==> src/rtl/ex_hazard_ctrl.sv <==
// EX-stage hazard controller: operand forwarding, load-use bubble, taken-branch flush,
// multi-cycle EX op sequencing and a saturating stall-cycle counter.
module ex_hazard_ctrl #(
  parameter int MC_CYCLES = 32,
  parameter int CNT_W     = 16
) (
  input  logic             clk,
  input  logic             rst,
  input  logic             id_valid,
  input  logic [4:0]       id_rs1,
  input  logic [4:0]       id_rs2,
  input  logic             id_use_rs2,
  input  logic             ex_valid,
  input  logic [4:0]       ex_rs1,
  input  logic [4:0]       ex_rs2,
  input  logic [4:0]       ex_rd,
  input  logic             ex_MemRead,
  input  logic             ex_mc_start,
  input  logic             ex_br_taken,
  input  logic [4:0]       mem_rd,
  input  logic [4:0]       wb_rd,
  input  logic             mem_RegWEn,
  input  logic             wb_RegWEn,
  output logic [1:0]       ForwardASel,
  output logic [1:0]       ForwardBSel,
  output logic             pc_stall,
  output logic             ifid_stall,
  output logic             idex_stall,
  output logic             idex_bubble,
  output logic             ifid_flush,
  output logic             exmem_bubble,
  output logic             ex_mc_done,
  output logic             ex_busy,
  output logic [CNT_W-1:0] stall_cnt
);

  localparam int MC_W = (MC_CYCLES > 2) ? $clog2(MC_CYCLES) : 1;

  typedef enum logic {RUN = 1'b0, MC_BUSY = 1'b1} state_t;

  state_t            r_state;
  logic [MC_W-1:0]   r_mc_cnt;
  logic [CNT_W-1:0]  r_stall_cnt;

  logic w_lu;
  logic w_mc_enter;
  logic w_mc_last;

  // MEM result is younger than WB, so it wins; x0 is hardwired and never forwarded.
  function automatic logic [1:0] fwd_sel(input logic [4:0] rs,
                                         input logic       mem_we, input logic [4:0] mrd,
                                         input logic       wb_we,  input logic [4:0] wrd);
    if (mem_we && mrd != 5'd0 && mrd == rs)     return 2'd2;
    else if (wb_we && wrd != 5'd0 && wrd == rs) return 2'd1;
    else                                        return 2'd0;
  endfunction

  assign ForwardASel = fwd_sel(ex_rs1, mem_RegWEn, mem_rd, wb_RegWEn, wb_rd);
  assign ForwardBSel = fwd_sel(ex_rs2, mem_RegWEn, mem_rd, wb_RegWEn, wb_rd);

  assign w_lu = id_valid & ex_valid & ex_MemRead & (ex_rd != 5'd0) &
                ((ex_rd == id_rs1) | (id_use_rs2 & (ex_rd == id_rs2)));

  assign w_mc_enter = (r_state == RUN) & ~ex_br_taken & ex_valid & ex_mc_start;
  assign w_mc_last  = (r_state == MC_BUSY) & (r_mc_cnt == '0);

  always_comb begin
    pc_stall     = 1'b0;
    ifid_stall   = 1'b0;
    idex_stall   = 1'b0;
    idex_bubble  = 1'b0;
    ifid_flush   = 1'b0;
    exmem_bubble = 1'b0;
    ex_mc_done   = 1'b0;
    if (r_state == MC_BUSY) begin
      if (w_mc_last) begin
        ex_mc_done = 1'b1;
      end else begin
        pc_stall     = 1'b1;
        ifid_stall   = 1'b1;
        idex_stall   = 1'b1;
        exmem_bubble = 1'b1;
      end
    end else if (ex_br_taken) begin
      ifid_flush  = 1'b1;
      idex_bubble = 1'b1;
    end else if (w_mc_enter) begin
      // The op sits in EX from its first cycle, so the hold starts immediately.
      pc_stall     = 1'b1;
      ifid_stall   = 1'b1;
      idex_stall   = 1'b1;
      exmem_bubble = 1'b1;
    end else if (w_lu) begin
      pc_stall    = 1'b1;
      ifid_stall  = 1'b1;
      idex_bubble = 1'b1;
    end
  end

  assign ex_busy   = (r_state == MC_BUSY);
  assign stall_cnt = r_stall_cnt;

  always_ff @(posedge clk or posedge rst) begin
    if (rst) begin
      r_state  <= RUN;
      r_mc_cnt <= '0;
    end else begin
      case (r_state)
        RUN: begin
          if (w_mc_enter) begin
            r_state  <= MC_BUSY;
            r_mc_cnt <= MC_W'(MC_CYCLES - 2);
          end
        end
        MC_BUSY: begin
          if (r_mc_cnt == '0) r_state  <= RUN;
          else                r_mc_cnt <= r_mc_cnt - 1'b1;
        end
        default: r_state <= RUN;
      endcase
    end
  end

  always_ff @(posedge clk or posedge rst) begin
    if (rst)                          r_stall_cnt <= '0;
    else if (pc_stall && ~&r_stall_cnt) r_stall_cnt <= r_stall_cnt + 1'b1;
  end

endmodule

==> config.mk <==
export PLATFORM = sky130hd
export DESIGN_NAME = ex_hazard_ctrl
export DESIGN_NICKNAME = d
export VERILOG_FILES = /design/src/rtl/ex_hazard_ctrl.sv
export SDC_FILE = /design/constraint.sdc
export NUM_CORES = 1
export LEC_CHECK = 0
export ABC_AREA = 1
export CAP_MARGIN = 20
export CELL_PAD_IN_SITES_DETAIL_PLACEMENT = 0
export CELL_PAD_IN_SITES_GLOBAL_PLACEMENT = 2
export CORE_ASPECT_RATIO = 0.5
export CORE_MARGIN = 5
export CORE_UTILIZATION = 24
export CTS_CLUSTER_SIZE = 28
export DETAILED_ROUTE_END_ITERATION = 6
export GPL_TIMING_DRIVEN = 0
export HOLD_SLACK_MARGIN = 0.05
export PLACE_DENSITY_LB_ADDON = 0.1
export SYNTH_ARGS = -nofsm -noshare
export SYNTH_HDL_FRONTEND = slang
export SYNTH_SLANG_ARGS = --single-unit
export TNS_END_PERCENT = 100
==> constraint.sdc <==
create_clock -name clk -period 4.9 [get_ports clk]
set_input_delay 0.98 -clock clk [delete_from_list [all_inputs] [get_ports clk]]
set_output_delay 0.98 -clock clk [all_outputs]
set_load 0.02 [all_outputs]
==> flow_summary.json <==
{
  "outcome": "completed",
  "wire_per_inst_um": 13.11,
  "clock_latency_on_the_worst_skew_pair_ps": 260,
  "switchingPower_w": 0.0003978,
  "power.switching_fraction": 0.3887,
  "post_synth_num_cell_types": 26,
  "grt_first_pass_wirelength_mm": 9.480,
  "core_mm2": 0.007377,
  "post-route-drc-count": 0,
  "max_cap_viol_count": 0,
  "worstPathMaxFanout": 11,
  "dieArea_mm2": 0.009586,
  "rsz0062_at_grt": "no",
  "average_via_count_per_standard_cell": 4.339,
  "critical_path_arrival_ps": 3220,
  "p_clk_frac": 0.225,
  "flow.area_growth_from_synthesis_pct": 51.64,
  "postSynthCellCount": 265,
  "firstDrtPassIters": 4,
  "synth.cell_area_mm2": 0.001832,
  "crit_type": "in2out",
  "sequential_group_share_of_total_power": 0.282,
  "number_of_global_route_vias_before_repair": 1868,
  "synth_area_per_cell_um2": 6.912,
  "place_inst": 433,
  "cts_inserted_buffers": 3,
  "critical_path_required_ps": 3920,
  "drc_marker_count_from_the_first_detailed_route_iteration": 43,
  "yosys-top-cells-area": "dfrtp_1 30%, nand2_1 17%, nand3_1 9.8%",
  "leakagePower_nw": 1.299,
  "timing.max_slew.rel_slack": 0.4131,
  "cts_max_path_buffers": 2,
  "place.port_buffers": 72,
  "wirelength_mm": 5.731,
  "antennaDiodeCount": 0,
  "numClockSinks": 22,
  "cell_internal_pwr_w": 0.0006257,
  "tritoncts": "yes",
  "filler_cell_count_in_the_final_layout": 781,
  "yosysWarnings": 0,
  "period_needed_ps": 4198,
  "finalHoldViolations": 0,
  "num-nets-final": 390,
  "skew_ps": 4.599,
  "cts_root_buf": "clkbuf_16",
  "grt_start_max_net_pins": 23,
  "route.vias.total": 1896,
  "hold_class": "reg2reg",
  "cts_post_setup_buffers_inserted": 0,
  "grt.total_usage": 0.1208,
  "timing.final.max_slew_violations": 0,
  "core.rowCount": 22,
  "commonest_cells_after_routing_fill_and_taps_aside": "81 x nand2_1, 72 x clkdlybuf4s50_1, 36 x nand3_1",
  "initial_standard_cell_utilization_of_the_core": 0.2483,
  "setup_tns_ps": 0,
  "synth_area_leader_cell": "dfrtp_1",
  "die_x_um": 133.6,
  "post_synthesis_net_count": 313,
  "setup-violations-final": 0,
  "dp_hpwl_mm": 4.666,
  "hold_ws_ps": 524.6,
  "antenna_nets_post_route": 0,
  "clock.fmax_ghz": 0.2382,
  "synth.ff_latch_count": 22,
  "die_h_um": 71.78,
  "globalRoute.totalOverflow": 0,
  "antenna_found_initial": 0,
  "post_cts_hold_buffer_count": 0,
  "timing.final.crit_share": 0.8567,
  "synth_top_area_share": 0.3005,
  "post_cts_sizing_count": 0,
  "routabilityCongestion": 0.8662,
  "worst_setup_path_end_kind": "output pin",
  "final_cells": 437,
  "leading_cell_type_in_the_layout_fill_and_taps_excluded": "nand2_1",
  "powerDensity_mw_per_mm2": 368.5,
  "vdd.ir_drop.worst_uv": 186.0,
  "dpl_cell_area_mm2": 0.002673,
  "worst_slew_pin_slew_ps": 879.5,
  "critical_path.startpoint_type": "primary input",
  "sequential_element_share_of_the_synthesized_area": 0.3005,
  "design.portCount": 73,
  "finish.instance_area_mm2": 0.002778,
  "cts-htree-levels": 1,
  "share_comb_of_total_power": 0.493,
  "clkTransAtPathRegs_ps": 60,
  "final_layout_size_suffix_gt1_frac": 0.04692
}
-- routing by layer --
| metal | vias up | GRT usage | share of wire |
|---|---|---|---|
| met1 | 843 | 0.1721 | 0.53 |
| met3 | 2 | 0.03226 | 0.070 |
| met2 | 61 | 0.1876 | 0.40 |
| li1 | 990 | - | - |
| met5 | - | 0 | 0 |
| met4 | 0 | 0.01710 | 0.0042 |
-- path summary, 6_finish.rpt --
| check | endpoint | startpoint | depth (start not counted) | slack [ps] |
|---|---|---|---|---|
| worst max register to register | stall_cnt[4] | stall_cnt[0] | 6 | 3140 |
| worst min register to register | stall_cnt[15] | stall_cnt[15] | 2 | 520 |
| max in group asynchronous | stall_cnt[1] | rst | 2 | 3150 |
| min in group asynchronous | stall_cnt[5] | rst | 2 | 1210 |
| worst max-delay path | pc_stall | ex_rd[4] | 12 | 700 |
| worst min-delay path | stall_cnt[15] | stall_cnt[15] | 2 | 520 |
-- stage by stage --
step	setup WS [ps]	total power, W	utilization
floorplan	1724	0.0005868	-
global placement	709.1	0.0007962	0.3623
detailed placement	696.3	0.0008023	0.3623
CTS	686.8	0.001039	0.3765
global route	502.0	0.001101	0.3765
finish	702.1	0.001023	0.3765
-- synth_stat cells --
cell	count
nand2_4	2
a21boi_0	1
buf_6	1
inv_1	30
o21ai_0	3
xnor2_1	16
nand4_4	1
nor3_1	9
nor4_1	2
buf_2	1
nand2_1	81
a31oi_1	1
nand3_1	36
nor2_1	25
o21bai_1	1
nand2_2	1
a21oi_1	1
buf_4	3
nor3_2	1
nand3b_1	1
nor3b_4	1
ha_1	3
dfrtp_1	22
nand4_1	2
xor2_1	19
nand3_2	1
-- cells by family after synthesis --
family,count (synthesis),synth area share
flops,22,0.3005
fa+ha+maj,3,0.02049
xor+xnor,35,0.1673
compound gates,7,0.02254
buf+inv,35,0.08265
simple gates,163,0.4064
-- registers in the layout (all words and copies together), names as in the netlist --
signal and count:
stall_cnt 16, r_mc_cnt 5, ex_busy 1
-- critical path, cell delays in order --
cell             delay, ps
clkdlybuf4s50_1        540
inv_1                   70
nand2_1                 60
nand2_1                 50
nor2_1                 100
nand3_1                 90
nand2_1                 90
nand3_1                130
nand2_4                170
buf_4                  210
buf_4                  120
clkdlybuf4s50_1        590
-- layout make-up --
| type | count | area [µm²] | share of cell area |
|---|---|---|---|
| timing repair buffer | 72 | 720.7 | 0.2595 |
| buffer | 5 | 38.79 | 0.01396 |
| sequential | 22 | 550.5 | 0.1982 |
| clock inverter | 1 | 30.03 | 0.01081 |
| tap | 96 | 120.1 | 0.04324 |
| clock buffer | 3 | 75.07 | 0.02703 |
| multi-input combinational | 208 | 1130 | 0.4068 |
| inverter | 30 | 112.6 | 0.04054 |
-- power by group through the flow --
stage	combinational (W)	clock [W]	sequential [W]
floorplan	0.000275	0	0.000312
global placement	0.000507	0	0.000289
detailed placement	0.000511	0	0.000291
CTS	0.000514	0.000236	0.000288
global route	0.000559	0.000245	0.000297
finish	0.000504	0.000231	0.000289
(Power assumes the default switching activity.)
